==> config.mk <==
export PLATFORM = sky130hd
export DESIGN_NAME = bus_txn_controller
export DESIGN_NICKNAME = d
export VERILOG_FILES = /design/src/rtl/bus_pkg.sv /design/src/rtl/bus_txn_controller.sv
export SDC_FILE = /design/constraint.sdc
export NUM_CORES = 1
export LEC_CHECK = 0
export CORE_UTILIZATION = 43
export CTS_CLUSTER_DIAMETER = 150
export DETAILED_ROUTE_END_ITERATION = 10
export PLACE_DENSITY = 0.85
export SYNTH_ARGS = -nofsm -noshare
export SYNTH_HDL_FRONTEND = slang
export SYNTH_SLANG_ARGS = --single-unit
==> constraint.sdc <==
create_clock -name clk -period 5.5 [get_ports clk]
set_input_delay 1.65 -clock clk [delete_from_list [all_inputs] [get_ports clk]]
set_output_delay 1.65 -clock clk [all_outputs]
set_load 0.02 [all_outputs]
==> src/rtl/bus_pkg.sv <==
// Shared bus-side types: FSM state encoding, default field widths and a one-hot decoder.
// Pure declarations; no latency or flow-control behaviour of its own.
package bus_pkg;

    typedef enum logic [1:0] {
        IDLE  = 2'd0,
        ISSUE = 2'd1,
        DONE  = 2'd2
    } state_t;

    localparam int DEF_ADDR_W = 8;
    localparam int DEF_DATA_W = 8;

    // Returns {valid, index}; valid only when exactly one bit of vec is set.
    // Narrower grant vectors are zero-extended by the caller.
    function automatic logic [5:0] onehot_index(input logic [31:0] vec);
        logic [4:0]  idx;
        int unsigned ones;
        idx  = '0;
        ones = 0;
        for (int i = 0; i < 32; i++) begin
            if (vec[i]) begin
                ones++;
                idx = 5'(i);
            end
        end
        return {(ones == 1), idx};
    endfunction

endpackage

==> src/rtl/bus_txn_controller.sv <==
// Latches the granted master's request onto the slave bus and returns done/rdata/err.
// Grant to bus_valid 1 cycle, s_ready to m_done 1 cycle; busy holds off masters, watchdog bounds slave stalls.
module bus_txn_controller
    import bus_pkg::*;
#(
    parameter int NUM_MASTERS = 4,
    parameter int ADDR_W      = DEF_ADDR_W,
    parameter int DATA_W      = DEF_DATA_W,
    parameter int TIMEOUT     = 16
) (
    input  logic                          clk,
    input  logic                          reset,
    input  logic [NUM_MASTERS-1:0]        grant,
    input  logic [NUM_MASTERS*ADDR_W-1:0] m_addr,
    input  logic [NUM_MASTERS*DATA_W-1:0] m_wdata,
    input  logic [NUM_MASTERS-1:0]        m_we,
    input  logic                          s_ready,
    input  logic [DATA_W-1:0]             s_rdata,
    output logic                          bus_valid,
    output logic [ADDR_W-1:0]             bus_addr,
    output logic [DATA_W-1:0]             bus_wdata,
    output logic                          bus_we,
    output logic [NUM_MASTERS-1:0]        m_done,
    output logic [DATA_W-1:0]             m_rdata,
    output logic                          m_err,
    output logic                          busy,
    output logic                          grant_err
);

    localparam int         IDX_W    = (NUM_MASTERS > 1) ? $clog2(NUM_MASTERS) : 1;
    localparam logic [7:0] CNT_LAST = 8'(TIMEOUT - 1);

    state_t                 state_q, state_d;
    logic [IDX_W-1:0]       idx_q, idx_d;
    logic [7:0]             cnt_q, cnt_d;
    logic                   bus_valid_q, bus_valid_d;
    logic [ADDR_W-1:0]      bus_addr_q, bus_addr_d;
    logic [DATA_W-1:0]      bus_wdata_q, bus_wdata_d;
    logic                   bus_we_q, bus_we_d;
    logic [NUM_MASTERS-1:0] m_done_q, m_done_d;
    logic [DATA_W-1:0]      m_rdata_q, m_rdata_d;
    logic                   m_err_q, m_err_d;
    logic                   busy_q, busy_d;
    logic                   grant_err_q, grant_err_d;

    logic [31:0] grant_ext;
    logic        oh_vld;
    logic [4:0]  oh_idx;

    always_comb begin
        grant_ext                    = '0;
        grant_ext[NUM_MASTERS-1:0]   = grant;
    end

    assign {oh_vld, oh_idx} = onehot_index(grant_ext);

    always_comb begin
        state_d     = state_q;
        idx_d       = idx_q;
        cnt_d       = cnt_q;
        bus_valid_d = bus_valid_q;
        bus_addr_d  = bus_addr_q;
        bus_wdata_d = bus_wdata_q;
        bus_we_d    = bus_we_q;
        m_done_d    = '0;
        m_rdata_d   = m_rdata_q;
        m_err_d     = m_err_q;
        busy_d      = busy_q;
        grant_err_d = grant_err_q;

        unique case (state_q)
            IDLE: begin
                if (oh_vld) begin
                    idx_d       = oh_idx[IDX_W-1:0];
                    bus_addr_d  = m_addr[int'(oh_idx)*ADDR_W +: ADDR_W];
                    bus_wdata_d = m_wdata[int'(oh_idx)*DATA_W +: DATA_W];
                    bus_we_d    = m_we[oh_idx];
                    bus_valid_d = 1'b1;
                    busy_d      = 1'b1;
                    cnt_d       = '0;
                    state_d     = ISSUE;
                end else if (grant != '0) begin
                    grant_err_d = 1'b1;
                end
            end
            ISSUE: begin
                // A response on the watchdog's last cycle still counts as a normal completion.
                if (s_ready || (cnt_q == CNT_LAST)) begin
                    m_rdata_d       = s_ready ? s_rdata : '0;
                    m_err_d         = ~s_ready;
                    m_done_d[idx_q] = 1'b1;
                    bus_valid_d     = 1'b0;
                    state_d         = DONE;
                end else begin
                    cnt_d = cnt_q + 8'd1;
                end
            end
            DONE: begin
                busy_d  = 1'b0;
                state_d = IDLE;
            end
            default: begin
                state_d = IDLE;
            end
        endcase
    end

    always_ff @(posedge clk) begin
        if (reset) begin
            state_q     <= IDLE;
            idx_q       <= '0;
            cnt_q       <= '0;
            bus_valid_q <= 1'b0;
            bus_addr_q  <= '0;
            bus_wdata_q <= '0;
            bus_we_q    <= 1'b0;
            m_done_q    <= '0;
            m_rdata_q   <= '0;
            m_err_q     <= 1'b0;
            busy_q      <= 1'b0;
            grant_err_q <= 1'b0;
        end else begin
            state_q     <= state_d;
            idx_q       <= idx_d;
            cnt_q       <= cnt_d;
            bus_valid_q <= bus_valid_d;
            bus_addr_q  <= bus_addr_d;
            bus_wdata_q <= bus_wdata_d;
            bus_we_q    <= bus_we_d;
            m_done_q    <= m_done_d;
            m_rdata_q   <= m_rdata_d;
            m_err_q     <= m_err_d;
            busy_q      <= busy_d;
            grant_err_q <= grant_err_d;
        end
    end

    assign bus_valid = bus_valid_q;
    assign bus_addr  = bus_addr_q;
    assign bus_wdata = bus_wdata_q;
    assign bus_we    = bus_we_q;
    assign m_done    = m_done_q;
    assign m_rdata   = m_rdata_q;
    assign m_err     = m_err_q;
    assign busy      = busy_q;
    assign grant_err = grant_err_q;

endmodule

==> results by group, run 1 <==
Floorplanning
  – Core area: about 4900 sq um
  – Die X: 74.3 um
  – FP Rows: 25
  – # IOs: approximately 120
  – Initial Util: 46.1%
  – Die height: 74.3 um
  – Die area: roughly 5500 sq um

Global route
  – Vias in the first global route: 2272
  – Largest net degree at the start of global routing: 25
  – GRT overflow: 0
  – Initial antenna violation count: 0
  – First-pass GRT wire length: around 10 mm
  – Tot GR Track Use: 24.0%

Setup path
  – WP data arrival: 4280 ps
  – Setup CP Type: input port to register
  – Slowest CP cell: clkdlybuf4s50_1
  – Worst Path Required: 5700 ps
  – Max incr delay on CP: 470 ps
  – CP cell instances: clkdlybuf4s50_1, buf_4, ha_1, nor2_1, a21oi_1, ha_1, nand2b_1, o211ai_2, and3_1, buf_4, nor2_1, a211oi_1
  – Setup crit end kind: register
  – CP startpoint kind: input port
  – Critical path peak fanout: 22

Synthesis
  – Async SR Flop Fraction: 0%
  – Sequential fraction of the synthesis area: between 40% and 50%
  – Ys Warns: 0
  – Number of synthesized flops with an enable pin: 0
  – Mapped Nets: 352
  – Synthesis-stage register bit count: 45
  – Main synth FF type: dfxtp_1
  – Synthesized cell area: 2250 sq um
  – Post-Synthesis Cells: approximately 270
  – Average size of a mapped cell: about 8.5 sq um
  – Post-synth cell types: 38

Clock network
  – Longest Clk Path Bufs: 2
  – Post-cts repair resize count: 0
  – Clk pin slew, worst setup/hold paths: 80 ps
  – Inserted Clock Buffers: 5
  – Clock Sinks: 45
  – Htree depth: 2
  – CTS tree: done
  – Clock Latency Late Sink: ~290 ps
  – Root Buffer: clkbuf_8
  – Setup Buffers After CTS: 0
  – Hold buffer count at CTS: 0

Power and ir drop
  – Peak VDD IR: 109 uV
  – Sequential share of power: 44.7%
  – Psw: 0.240 mW
  – LEAKAGE: 1.37 nW
  – Gate power share: roughly 30%
  – Power Internal: 0.586 mW
  – Sw Share: just under 30%
  – PwrDens: 234 nW/um^2
  – Clock group share of total power: 25.4%

Final layout
  – FF/Latch Area: ~900 sq um
  – Most frequent cells in the layout: 115 x clkdlybuf4s50_1, 63 x nor2_1, 45 x dfxtp_1
  – Antenna cells: 0
  – Area of the multi-input gates: 1210 sq um
  – Fill cell count: about 400
  – Area added between synthesis and finish: 57.0%
  – Finished Layout Cells: 443
  – Share of layout cells above drive strength 1: 5.32%
  – Fin nets: 462
  – Most common cell after layout, fill and taps aside: clkdlybuf4s50_1

Timing
  – Tightest Pin Transition: roughly 710 ps
  – Slew margin rel.: approximately 52%
  – Period Utilization, post-route: approximately 74%
  – Final setup fails: 0
  – Fmax: 0.245 GHz
  – Final Max Slew Viols: 0
  – Fin crit period: 4080 ps
  – Final TNS setup: 0 ps
  – Post-Route Skew: 7.40 ps
  – RSZ-0062 raised after global routing: false
  – Hold Vio Cnt, Final: 0

Placed design
  – Estimated wirelength of the detail-placed design: 4.85 mm
  – Placed Cells: 435
  – RePlAce Congestion: 0.797
  – Input/output buffers: 115

Drt
  – WL per Instance: 13.9 um
  – WL final: 6.16 mm
  – Initial DRC count: 115
  – Vias per cell: 5.01
  – DRT Pass-1 Iters: 4
  – Number of remaining DRC errors: 0
  – Antenna Nets Post-Route: 0
  – Vias: 2219

Worst hold path
  – Worst hold-check path type: register to register

Flow run
  – MaxCap Viol Count: 0

Run status
  – Status: completed
[layout make-up]
type	count	share of cell area, %
Multi-Input combinational cell	189	34.2
Sequential cell	45	25.5
Timing Repair Buffer	120	33.7
Clock buffer	6	2.34
Tap cell	67	2.38
Clock inverter	2	0.390
Inverter	14	1.49
[per-layer routing]
layer	vias to the layer above	track usage, %	routed length [um]
met5	-	0	0
met1	967	26.7	2440
met4	0	8.18	83
met3	8	8.54	509
met2	87	42.5	3130
li1	1157	-	-
[state kept, by name, summed over array words and instances, names as in the netlist, 2 cells and up]
name       count
m_done         4
cnt_q          8
idx_q          2
bus_wdata      8
state_q        2
m_rdata        8
bus_addr       8
[worst max-delay path, delay by kind of cell]
| family | cells | cell delay, ps |
|---|---|---|
| buffers and inverters | 3 | 1040 |
| adders and majority gates | 2 | 490 |
| AOI/OAI and AO/OA | 3 | 550 |
| and+or+nand+nor | 4 | 530 |
[stage by stage]
stage,setup slack [ps],hold WS (ps),util (%),instance area [sq um],power (mW)
4_1_cts,1390,471,72.3,3530,0.832
3_5_place_dp,1080,455,70.4,3430,0.624
2_1_floorplan,1380,452,-,2250,0.500
3_3_place_gp,1250,443,70.4,3430,0.619
5_1_grt,1210,497,72.3,3530,0.869
6_report,1420,466,72.3,3530,0.826
[Yosys cell counts, types with 2 or more instances]
cell type / count / area [sq um]
nor3_1: 3 / 15.0
nand2_1: 6 / 22.5
clkbuf_1: 10 / 37.5
nor2_1: 63 / 236
dfxtp_1: 45 / 901
buf_6: 2 / 22.5
nor4b_1: 2 / 17.5
xnor2_1: 6 / 52.6
a41o_1: 2 / 20.0
buf_2: 4 / 20.0
a22oi_1: 8 / 60.1
a221o_1: 8 / 80.1
a21oi_1: 21 / 105
and3_1: 4 / 25.0
ha_1: 4 / 50.1
a31oi_1: 2 / 12.5
nor4_1: 2 / 12.5
inv_1: 13 / 48.8
nand3_1: 5 / 25.0
nand2b_1: 2 / 12.5
a211oi_1: 19 / 143
mux2i_1: 18 / 180
[worst paths after layout]
check / from / to / slack [ps] / cells after the start
worst max-delay path: grant[1] / bus_addr[3] / 1420 / 12
worst min register to register: m_err / m_err / 470 / 2
worst min-delay path: m_err / m_err / 470 / 2
worst max register to register: cnt_q[4] / m_done[1] / 3700 / 4
[cells by family (layout without fill, tap and decap cells)]
kind of cell / count (synthesis) / count (layout) / share of synthesized area, %
AOI/OAI and AO/OA: 65 / 65 / 20.8
DFF: 45 / 45 / 40.1
xor gates and xnor gates: 7 / 7 / 2.73
adders and majority gates: 4 / 4 / 2.23
muxes: 18 / 18 / 8.01
buffers and inverters: 31 / 142 / 6.23
and+or+nand+nor: 95 / 95 / 20.0
[power groups by stage]
stage | Clock [mW] | Combinational [mW] | Sequential [mW]
global placement | 0 | 0.244 | 0.375
floorplan | 0 | 0.0992 | 0.400
CTS | 0.214 | 0.249 | 0.369
detailed placement | 0 | 0.249 | 0.376
global route | 0.227 | 0.269 | 0.372
finish | 0.210 | 0.247 | 0.369
No activity file was read; power rests on OpenSTA's default activity.
==> run 2: changes to the inputs <==
CORE_UTILIZATION = 40   (was 43)
PLACE_DENSITY = 0.8   (was 0.85)
clock period = 3.8 ns   (was 5.5 ns; I/O delays follow)
==> run 2 against run 1 <==
Compared with the run above:
- sequential power rose by 44%
- combinational power is 45% higher
- register-to-register slack got worse by 1700 ps
- clock skew shrank 1.1 ps
- design area increased by 0.25%
- die area is 7.3% higher
- wire length is 6.6% lower
- hold slack gained 5.6 ps
- sequential share of layout area fell by 0.063 points
- non-clock buffer count up 1
- core utilization shrank 5.2 points
- critical path type unchanged
- critical endpoint is now bus_wdata[2]
- largest cell class unchanged
- highest routed layer unchanged
==> results by group, run 2 (synthesized netlist as in run 1, its figures left out) <==
Clock network
  – Hold buffer count at CTS: 0 (unchanged)
  – Htree depth: 2 (unchanged)
  – Post-cts repair resize count: 0 (unchanged)
  – Clock Sinks: 45 (unchanged)
  – CTS tree: done (unchanged)
  – Clock Latency Late Sink: 300 ps (was 290 ps)
  – Clk pin slew, worst setup/hold paths: 90 ps (was 80 ps)
  – Longest Clk Path Bufs: 2 (unchanged)
  – Setup Buffers After CTS: 0 (unchanged)
  – Inserted Clock Buffers: 5 (unchanged)
  – Root Buffer: clkbuf_8 (unchanged)

Setup path
  – WP data arrival: 3730 ps (was 4280 ps)
  – Worst Path Required: 4050 ps (was 5700 ps)
  – Setup CP Type: input port to register (unchanged)
  – Setup crit end kind: register (unchanged)
  – CP startpoint kind: input port (unchanged)
  – Critical path peak fanout: 8 (was 22)

Floorplanning
  – Die X: 77.0 um (was 74.3 um)
  – Die area: 5930 sq um (was 5520 sq um)
  – FP Rows: 26 (was 25)
  – Initial Util: 42.7% (was 46.1%)
  – Die height: 77.0 um (was 74.3 um)
  – Core area: 5270 sq um (was 4880 sq um)
  – # IOs: 116 (unchanged)

Drt
  – Antenna Nets Post-Route: 0 (unchanged)
  – Number of remaining DRC errors: 0 (unchanged)
  – Vias: 2214 (was 2219)
  – Initial DRC count: 65 (was 115)
  – DRT Pass-1 Iters: 4 (unchanged)
  – WL per Instance: 12.9 um (was 13.9 um)
  – Vias per cell: 4.95 (was 5.01)
  – WL final: 5.76 mm (was 6.16 mm)

Power and ir drop
  – Peak VDD IR: 213 uV (was 109 uV)
  – Gate power share: 30.0% (about the same)
  – Pwr Total: 1.20 mW (was 0.826 mW)
  – Power Internal: 0.836 mW (was 0.586 mW)
  – Psw: 0.360 mW (was 0.240 mW)
  – Clock group share of total power: 25.5% (was 25.4%)
  – LEAKAGE: 1.37 nW (about the same)
  – PwrDens: 338 nW/um^2 (was 234 nW/um^2)
  – Sw Share: 30.1% (was 29.0%)
  – Sequential share of power: 44.5% (was 44.7%)

Timing
  – Fmax: about 0.29 GHz
  – Fin crit period: 3480 ps
  – RSZ-0062 raised after global routing: false (unchanged)
  – Hold Vio Cnt, Final: 0 (unchanged)
  – Period Utilization, post-route: 91.5%
  – Tightest Pin Transition: 656 ps (was 714 ps)
  – Post-Route Skew: 6.33 ps (was 7.40 ps)
  – Final Max Slew Viols: 0 (unchanged)
  – PnR worst setup slack: 325 ps (was 1420 ps)
  – Final setup fails: 0 (unchanged)
  – Slew margin rel.: 56.1% (was 52.3%)

Global route
  – First-pass GRT wire length: 9.44 mm (was 9.96 mm)
  – Largest net degree at the start of global routing: 31 (was 25)
  – GRT overflow: 0 (unchanged)
  – Vias in the first global route: 2023 (was 2272)
  – Initial antenna violation count: 0 (unchanged)
  – Tot GR Track Use: 20.1% (was 24.0%)

Placed design
  – Area after DPL: 3440 sq um (was 3430 sq um)
  – Input/output buffers: 115 (unchanged)
  – Estimated wirelength of the detail-placed design: 4.50 mm (was 4.85 mm)
  – Pre-CTS WS: -6.25 ps (was 1080 ps)
  – RePlAce Congestion: 0.738 (was 0.797)

Final layout
  – Fin nets: 463 (was 462)
  – Most frequent cells in the layout: 115 x clkdlybuf4s50_1, 63 x nor2_1, 45 x dfxtp_1 (unchanged)
  – Area added between synthesis and finish: 57.4% (was 57.0%)
  – Utilization after layout: 67.1% (was 72.3%)
  – Finished Cell Area: 3540 sq um (was 3530 sq um)
  – Most common cell after layout, fill and taps aside: clkdlybuf4s50_1 (unchanged)
  – Antenna cells: 0 (unchanged)
  – Share of layout cells above drive strength 1: 5.57% (was 5.32%)
  – Fill cell count: 459 (was 397)

Worst hold path
  – Worst hold-check path type: register to register (unchanged)

Flow run
  – MaxCap Viol Count: 0 (unchanged)

Run status
  – Status: completed (unchanged)
==> run 2: area by class of cell <==
cell class	count	area (sq um)	area share (%)
sequential	45	901	25.5
timing repair buffer	121	1200	33.8
multi-input combinational	189	1210	34.1
inverter	14	52.6	1.49
tap	70	87.6	2.48
clock inverter	3	25.0	0.707
clock buffer	5	68.8	1.94
==> run 2: worst paths after layout <==
kind,cells past startpoint,start,slack [ps],end
setup reg to reg,5,cnt_q[4],2030,m_rdata[1]
hold / removal,2,m_err,470,m_err
setup / recovery,10,grant[1],320,bus_wdata[2]
hold reg to reg,2,m_err,470,m_err
==> run 2: worst max-delay path, stage by stage <==
cell,delay (ps)
clkdlybuf4s50_1,500
inv_1,50
ha_1,340
xor2_1,240
ha_1,260
nand2b_1,150
o211ai_2,200
nand3_1,260
nor3_4,360
a221o_1,210
==> run 2: routing by layer <==
metal,vias up,part of all wire [%],track usage [%],wire (um)
met5,-,0,0,0
met4,0,1.5,7.36,85
met3,7,9.3,7.02,536
met2,89,47,34.1,2740
met1,959,42,23.1,2400
li1,1159,-,-,-
==> run 2: power by group through the flow <==
stage | registers (mW) | logic [mW] | clock network (mW)
after floorplan | 0.580 | 0.144 | 0
after global placement | 0.542 | 0.356 | 0
after detailed placement | 0.542 | 0.360 | 0
after CTS | 0.532 | 0.361 | 0.316
after global routing | 0.538 | 0.391 | 0.337
final | 0.532 | 0.359 | 0.305
==> run 2: through the flow <==
stage	setup TNS (ps)	instances	hold slack, ps
floorplan	0	265	452
global placement	0	439	453
detailed placement	-6.25	439	455
CTS	0	447	473
global route	0	447	509
finish	0	447	472
==> run 3: changes to the inputs <==
SLEW_MARGIN = 20   (was unset)
==> results of run 3 <==
Final layout, timing and power as in run 2 (identical DEF).
